[config.mk]
export PLATFORM = sky130hd
export DESIGN_NAME = fc_phase_aligner
export DESIGN_NICKNAME = d
export VERILOG_FILES = /design/src/rtl/fc_phase_aligner.sv
export SDC_FILE = /design/constraint.sdc
export NUM_CORES = 1
export LEC_CHECK = 0
export CAP_MARGIN = 5
export CORE_MARGIN = 1
export CORE_UTILIZATION = 48
export DETAILED_ROUTE_END_ITERATION = 10
export PLACE_DENSITY = 0.73
export SLEW_MARGIN = 40
export SYNTH_ARGS = -nofsm -noshare
export SYNTH_HDL_FRONTEND = slang
export SYNTH_SLANG_ARGS = --single-unit
[constraint.sdc]
create_clock -name clk320 -period 3.1 [get_ports clk320]
set_clock_uncertainty 0.15 [all_clocks]
set_input_delay 0.62 -clock clk320 [delete_from_list [all_inputs] [get_ports clk320]]
set_output_delay 0.62 -clock clk320 [all_outputs]
set_load 0.1 [all_outputs]
[src/rtl/fc_phase_aligner.sv]
// fc_phase_aligner
//   Fast-command front end in the clk320 domain. It delays the serial fc bit
//   through a tap-selectable delay line, deserialises it into 8-bit words and,
//   when autoAlign is set, slips the word boundary until the IDLE pattern is
//   seen, then watches for lost alignment.
//
// Ports
//   clk320    : bit clock, one fc bit per rising edge
//   rstn      : asynchronous active-low reset
//   fc        : serial fast-command bit
//   delaySel  : delay tap select, fcOut = tap[delaySel]
//   autoAlign : enables the alignment FSM
//   fcOut     : delayed serial bit
//   word      : deserialised word, MSB received first
//   wordValid : one-cycle strobe when word updates
//   locked    : word boundary aligned to IDLE
//   bitPhase  : slips applied so far, mod 8
//   errCount  : saturating count of misaligned IDLE words seen while locked
//
// FSM states
//   state  | meaning
//   SEARCH | hunting for IDLE; every non-IDLE word costs one bit slip
//   LOCKED | aligned; counting consecutive rotated-IDLE words
module fc_phase_aligner #(
  parameter int         DELAY_DEPTH  = 16,
  parameter logic [7:0] IDLE_PATTERN = 8'hF0,
  parameter int         LOCK_COUNT   = 4,
  parameter int         UNLOCK_COUNT = 4,
  localparam int        DW           = $clog2(DELAY_DEPTH)
) (
  input  logic          clk320,
  input  logic          rstn,
  input  logic          fc,
  input  logic [DW-1:0] delaySel,
  input  logic          autoAlign,
  output logic          fcOut,
  output logic [7:0]    word,
  output logic          wordValid,
  output logic          locked,
  output logic [2:0]    bitPhase,
  output logic [7:0]    errCount
);

  typedef enum logic {SEARCH = 1'b0, LOCKED = 1'b1} stateT;

  localparam logic [3:0] LOCK_LAST   = 4'(LOCK_COUNT - 1);
  localparam logic [3:0] UNLOCK_LAST = 4'(UNLOCK_COUNT - 1);

  logic [DELAY_DEPTH-1:0] dly;
  logic [6:0]             sr;
  logic [2:0]             cnt;
  logic                   slip;
  logic [3:0]             goodCnt;
  logic [3:0]             badCnt;
  stateT                  state;

  stateT      stateNext;
  logic [3:0] goodNext;
  logic [3:0] badNext;
  logic       slipNext;
  logic [2:0] phaseNext;
  logic [7:0] errNext;
  logic [7:0] newWord;
  logic       boundary;

  // A rotation that happens to equal IDLE itself (symmetric patterns) is
  // treated as aligned, not as an error.
  function automatic logic isMisaligned(input logic [7:0] w);
    logic       hit;
    logic [7:0] rot;
    hit = 1'b0;
    for (int r = 1; r < 8; r++) begin
      rot = (IDLE_PATTERN << r) | (IDLE_PATTERN >> (8 - r));
      if ((w == rot) && (w != IDLE_PATTERN)) hit = 1'b1;
    end
    return hit;
  endfunction

  assign fcOut    = dly[delaySel];
  assign newWord  = {sr, fcOut};
  // A pending slip freezes cnt for one cycle, which also masks the boundary.
  assign boundary = (cnt == 3'd7) && !slip;
  assign locked   = (state == LOCKED);

  always_ff @(posedge clk320 or negedge rstn) begin
    if (!rstn) begin
      dly       <= '0;
      sr        <= '0;
      cnt       <= '0;
      word      <= '0;
      wordValid <= 1'b0;
    end else begin
      dly       <= {dly[DELAY_DEPTH-2:0], fc};
      sr        <= newWord[6:0];
      wordValid <= boundary;
      if (!slip) cnt <= cnt + 3'd1;
      if (boundary) word <= newWord;
    end
  end

  always_ff @(posedge clk320 or negedge rstn) begin
    if (!rstn) begin
      state    <= SEARCH;
      goodCnt  <= '0;
      badCnt   <= '0;
      slip     <= 1'b0;
      bitPhase <= '0;
      errCount <= '0;
    end else begin
      state    <= stateNext;
      goodCnt  <= goodNext;
      badCnt   <= badNext;
      slip     <= slipNext;
      bitPhase <= phaseNext;
      errCount <= errNext;
    end
  end

  always_comb begin
    stateNext = state;
    goodNext  = goodCnt;
    badNext   = badCnt;
    slipNext  = 1'b0;
    phaseNext = bitPhase;
    errNext   = errCount;
    if (!autoAlign) begin
      stateNext = SEARCH;
      goodNext  = '0;
      badNext   = '0;
    end else if (boundary) begin
      case (state)
        SEARCH: begin
          if (newWord == IDLE_PATTERN) begin
            if (goodCnt == LOCK_LAST) begin
              stateNext = LOCKED;
              goodNext  = '0;
            end else begin
              goodNext = goodCnt + 4'd1;
            end
          end else begin
            goodNext  = '0;
            slipNext  = 1'b1;
            phaseNext = bitPhase + 3'd1;
          end
        end
        LOCKED: begin
          if (isMisaligned(newWord)) begin
            if (errCount != 8'hFF) errNext = errCount + 8'd1;
            if (badCnt == UNLOCK_LAST) begin
              // Dropping lock does not slip; the next SEARCH word decides.
              stateNext = SEARCH;
              badNext   = '0;
              goodNext  = '0;
            end else begin
              badNext = badCnt + 4'd1;
            end
          end else begin
            badNext = '0;
          end
        end
        default: stateNext = SEARCH;
      endcase
    end
  end

endmodule

# --- Yosys cells after proc, flatten, opt, wreduce, memory -nomap -nowiden ---
# Index checks and enable logic that the tools add are counted.
classes:
  n_lt_le_gt_ge: 1
  bitwise_logic: 2
  add_sub_neg: 5
  n_mux: 35
  reduce_logical: 13
  n_eq_ne: 17
ops:
  columns: ["op", "n"]
  rows:
  - ["$mux W4", 11]
  - ["$eq A8 B8 Y1 const B", 4]
  - ["$mux W1", 21]
  - ["$ne A8 B8 Y1 const B", 2]
  - ["$add A4 B1 Y4 const B", 2]
  - ["$add A8 B1 Y8 const B", 1]
  - ["$eq A4 B2 Y1 const B", 2]
  - ["$eq A8 B4 Y1 const B", 1]
  - ["$eq A8 B5 Y1 const B", 1]
  - ["$eq A8 B6 Y1 const B", 1]
  - ["$eq A8 B7 Y1 const B", 1]
  - ["$logic_and A1 B1 Y1", 8]
  - ["$pmux W4 S2", 1]
  - ["$add A3 B1 Y3 const B", 2]
  - ["$ne A3 B2 Y1 const B", 2]
  - ["$lt A4 B5 Y1 const B", 1]
  - ["$reduce_and A5 Y1", 1]
  - ["$bmux W1 S4", 1]
  - ["$ne A2 B1 Y1 const B", 2]
  - ["$reduce_and A4 Y1", 1]
  - ["$eq A3 B3 Y1 const B", 1]
  - ["$reduce_and A3 Y1", 1]
  - ["$not A1 Y1", 2]
  - ["$pmux W1 S2", 1]
  - ["other kinds (2)", 2]
totals:
  output_inout_bits: 22
  inputBits: 8
  reg_bits: 56
  elab_cells: 84

# --- Depth between registers and ports, before layout ---
depth:
  ltp_word: 18
  mapped_depth: 10
  mapped_depth_nobuf: 10

# --- Worst setup path after synthesis ---
# OpenSTA, ideal clock, no wires.
synth_path:
  kind: "input-to-output"
  startpoint: "in delaySel[0]"
  endpoint: "out fcOut"
  path_buffers: 0
  stages: 4
  required_time_ns: 2.330
  arrival_ns: 2.039
  path_slack_ns: 0.291
  cell_sequence: "mux4_1 > mux2_2 > mux2i_4 > inv_1"
synth_via:
  elab_chain_cells: 2
synth_rtl:
  columns: ["element", "line", "rtl"]
  rows:
  - ["from (decl)", "34", "input logic [DW-1:0] delaySel,"]
  - ["$bmux W1 S4", "79", "assign fcOut = dly[delaySel];"]
  - ["$mux W1 (implied by the code)", "79", null]
  - ["to (decl)", "36", "output logic fcOut,"]
# No other way between the ends. The select of a mux whose other input is x is not followed.

# --- Worst setup path in the final report ---
layout_path:
  startpoint: "in delaySel[2]"
  endpoint: "out fcOut"
# Same word-level chain as after synthesis.

==> results.tsv <==
metric	value	unit
synthesis-stage register bit count	56	
worst rel slew slack	64.07	%
final setup margin	104.4	ps
Top Ports	30	
RSZ-0062 raised after global routing	no	
total number of vias	1537	
GP Congestion	0.7557	
worst min-delay path class	input port to async pin	
worst-path cell chain	clkdlybuf4s50_1, mux4_1, mux2_2, mux2i_4, inv_1, buf_12	
number of flops mapped to enable cells by yosys	0	
die area	0.005157	mm2
family with the most delay on the worst path	buffers and inverters	
Synth area leaders	dfrtp_1, mux4_1, nand2_1	
Period minus WS final	2996	ps
Avg Inst Size Synth	12.72	um2
Max Clk Rate	333.8	MHz
top-area cell type share of the netlist area	59.89	%
crit end category	output port	
CTS tree	yes	
clk_lat worst skew	310	ps
largest area contributor in the netlist	dfrtp_1	
antenna-violating nets left	0	
CP Class	input port to output port	
nets@finish	243	
Total Routed Length	4.134	mm
design area	0.002836	mm2
Max stage delay on crit path	560	ps
Yosys cell types	44	
status	finished, final reports clean	
DR DRC count	0	
Fin. Hold Viols	0	
Mapped Area	0.002340	mm2
fin crit share	96.63	%
final slew viol count	0	
ant diodes	0	
worst path bufs/invs	3	
Die W	71.82	um
Seq/Total Area, Yosys	59.89	%
hold-fix buffer count after cts	0	
DR pass1 iterations	5	
number of global-route vias before repair	1490	
crit path max fanout	4	
Post-CTS Setup Repair Bufs	0	
Avg Vias per Cell	5.412	
Placed Area	0.002721	mm2
Syn. warnings	0	
Total GRT Usage	17.73	%
Synth async-reset ratio	100.0	%
CP max stage cell	clkdlybuf4s50_1	
DP Wirelength	3.041	mm
Clock Sinks	56	
fin util	60.45	%
MaxCap Viol Count	0	
layout cells sized above 1	24.35	%
Critical Path AT	2230	ps
Main synth FF type	dfrtp_1	
GR Overflow Total	0	
core box area	0.004692	mm2
area grow syn2layout	21.23	%
Lkg Pwr	0.001347	uW
Root Buffer	clkbuf_8	
Post-Syn Instances	184	
hold slack final	100.5	ps
clock buffer count from CTS	5	
initial antenna violation count	0	
PwrDens	839.7	mW/mm2
Setup violations, final	0	
WL/cell	14.56	um
Max rail drop VDD	538.1	uV
Filler cells	368	
CP Launch Type	input port	
Critical Path RT	2330	ps
net count after synthesis	198	
global-route wire length before repair	6.913	mm
Worst-Margin Slew	534.9	ps
Worst-path clk slew	100	ps
IO buf count	29	
Bufs on Longest Clock Path	2	
First DRT Iteration DRCs	45	
htree depth	2	
Starting Density	49.87	%
pre-CTS WS	-274.5	ps
die height	71.82	um
largest net degree at the start of global routing	24	
num rows	25	
[repair_timing]
| item | in CTS | in global routing |
|---|---|---|
| endpoints found under the hold margin | 0 | 0 |
| endpoints found under the setup margin | 1 | 1 |
| gates resized for setup | 1 | 1 |
[routing by layer]
layer	GRT usage (%)	wire length, um
met1	22.77	1903
met5	0	0
met2	29.04	2006
met3	5.204	174
met4	5.882	49
[final timing paths]
kind	cells after the start	endpoint	slack [ps]	start
max in group asynchronous	2	badCnt[1]	2040	rstn
worst min-delay path	1	bitPhase[2]	100	rstn
min in group clk320	0	dly[15]	220	dly[14]
worst min register to register	0	dly[15]	220	dly[14]
worst max-delay path	6	fcOut	100	delaySel[2]
worst max register to register	9	errCount[1]	530	cnt[0]
[metrics by stage]
step | cells | power [uW] | TNS, ps
floorplan | 184 | 1683 | 0
global placement | 276 | 1902 | -2047
detailed placement | 276 | 1922 | -3662
CTS | 284 | 2411 | 0
global route | 284 | 2490 | 0
finish | 284 | 2382 | 0
[Yosys cell counts, types with 2 or more instances]
cell,count
and3_1,3
nor2b_1,2
ha_1,6
xnor2_1,10
xor2_1,2
or3_1,2
mux4_1,4
inv_1,4
a21boi_0,2
a31oi_1,3
nand3_1,7
dfrtp_1,56
mux2_2,6
nand2b_1,5
nor2_1,4
nand2_1,28
o22ai_1,2
nor3_1,2
o21ai_0,5
o21ai_2,2
nand4_1,6
[cell families after synthesis]
family / count (synthesis) / share of synthesized area (%)
AOI/OAI and AO/OA: 23 / 7.273
xor gates and xnor gates: 12 / 4.492
adders and majority gates: 6 / 3.208
buffers and inverters: 6 / 0.9621
DFF: 56 / 59.89
muxes: 11 / 8.342
and+or+nand+nor: 70 / 15.83
[sequential cells by signal, summed over array words and instances (netlist names)]
name,cells
wordValid,1
slip,1
badCnt,4
dly,16
errCount,8
cnt,3
goodCnt,4
sr,7
locked,1
bitPhase,3
word,8
[worst reg2reg max path, cell delays in order (launching register included)]
cell,delay (ps)
dfrtp_1,390
ha_1,160
ha_1,140
nand2b_1,80
inv_2,170
nand3_1,130
a311o_1,330
or3_1,310
nand2_1,230
mux2_2,370
[power by group]
part	total [uW]	switching, uW	internal, uW
Combinational	963	724	239
Sequential	934	81.3	853
Clock	485	241	244
[final cells by class]
class | instances | area, um2 | area share [%]
clock buffer | 5 | 68.82 | 2.426
clock inverter | 3 | 46.29 | 1.632
inverter | 5 | 18.77 | 0.6617
sequential | 56 | 1401 | 49.40
timing repair buffer | 39 | 317.8 | 11.20
multi-input combinational | 122 | 915.9 | 32.29
tap | 54 | 67.56 | 2.382
[cells in the final DEF, fill, tap and decap left out, types with 2 or more instances in the layout]
cell             synthesis  layout
clkdlybuf4s50_1          0       5
nand2b_1                 5       5
mux4_1                   4       4
o21ai_2                  2       2
nor2b_1                  2       2
a31oi_1                  3       3
nor3_1                   2       2
xor2_1                   2       2
ha_1                     6       6
nand3_1                  7       7
xnor2_1                 10      10
buf_4                    0      31
nor2_1                   4       4
dfrtp_1                 56      56
inv_1                    4       4
and3_1                   3       3
o21ai_0                  5       5
mux2_2                   6       6
nand4_1                  6       6
or3_1                    2       2
o22ai_1                  2       2
nand2_1                 28      28
clkbuf_8                 0       5
a21boi_0                 2       2
(Power assumes the default switching activity.)
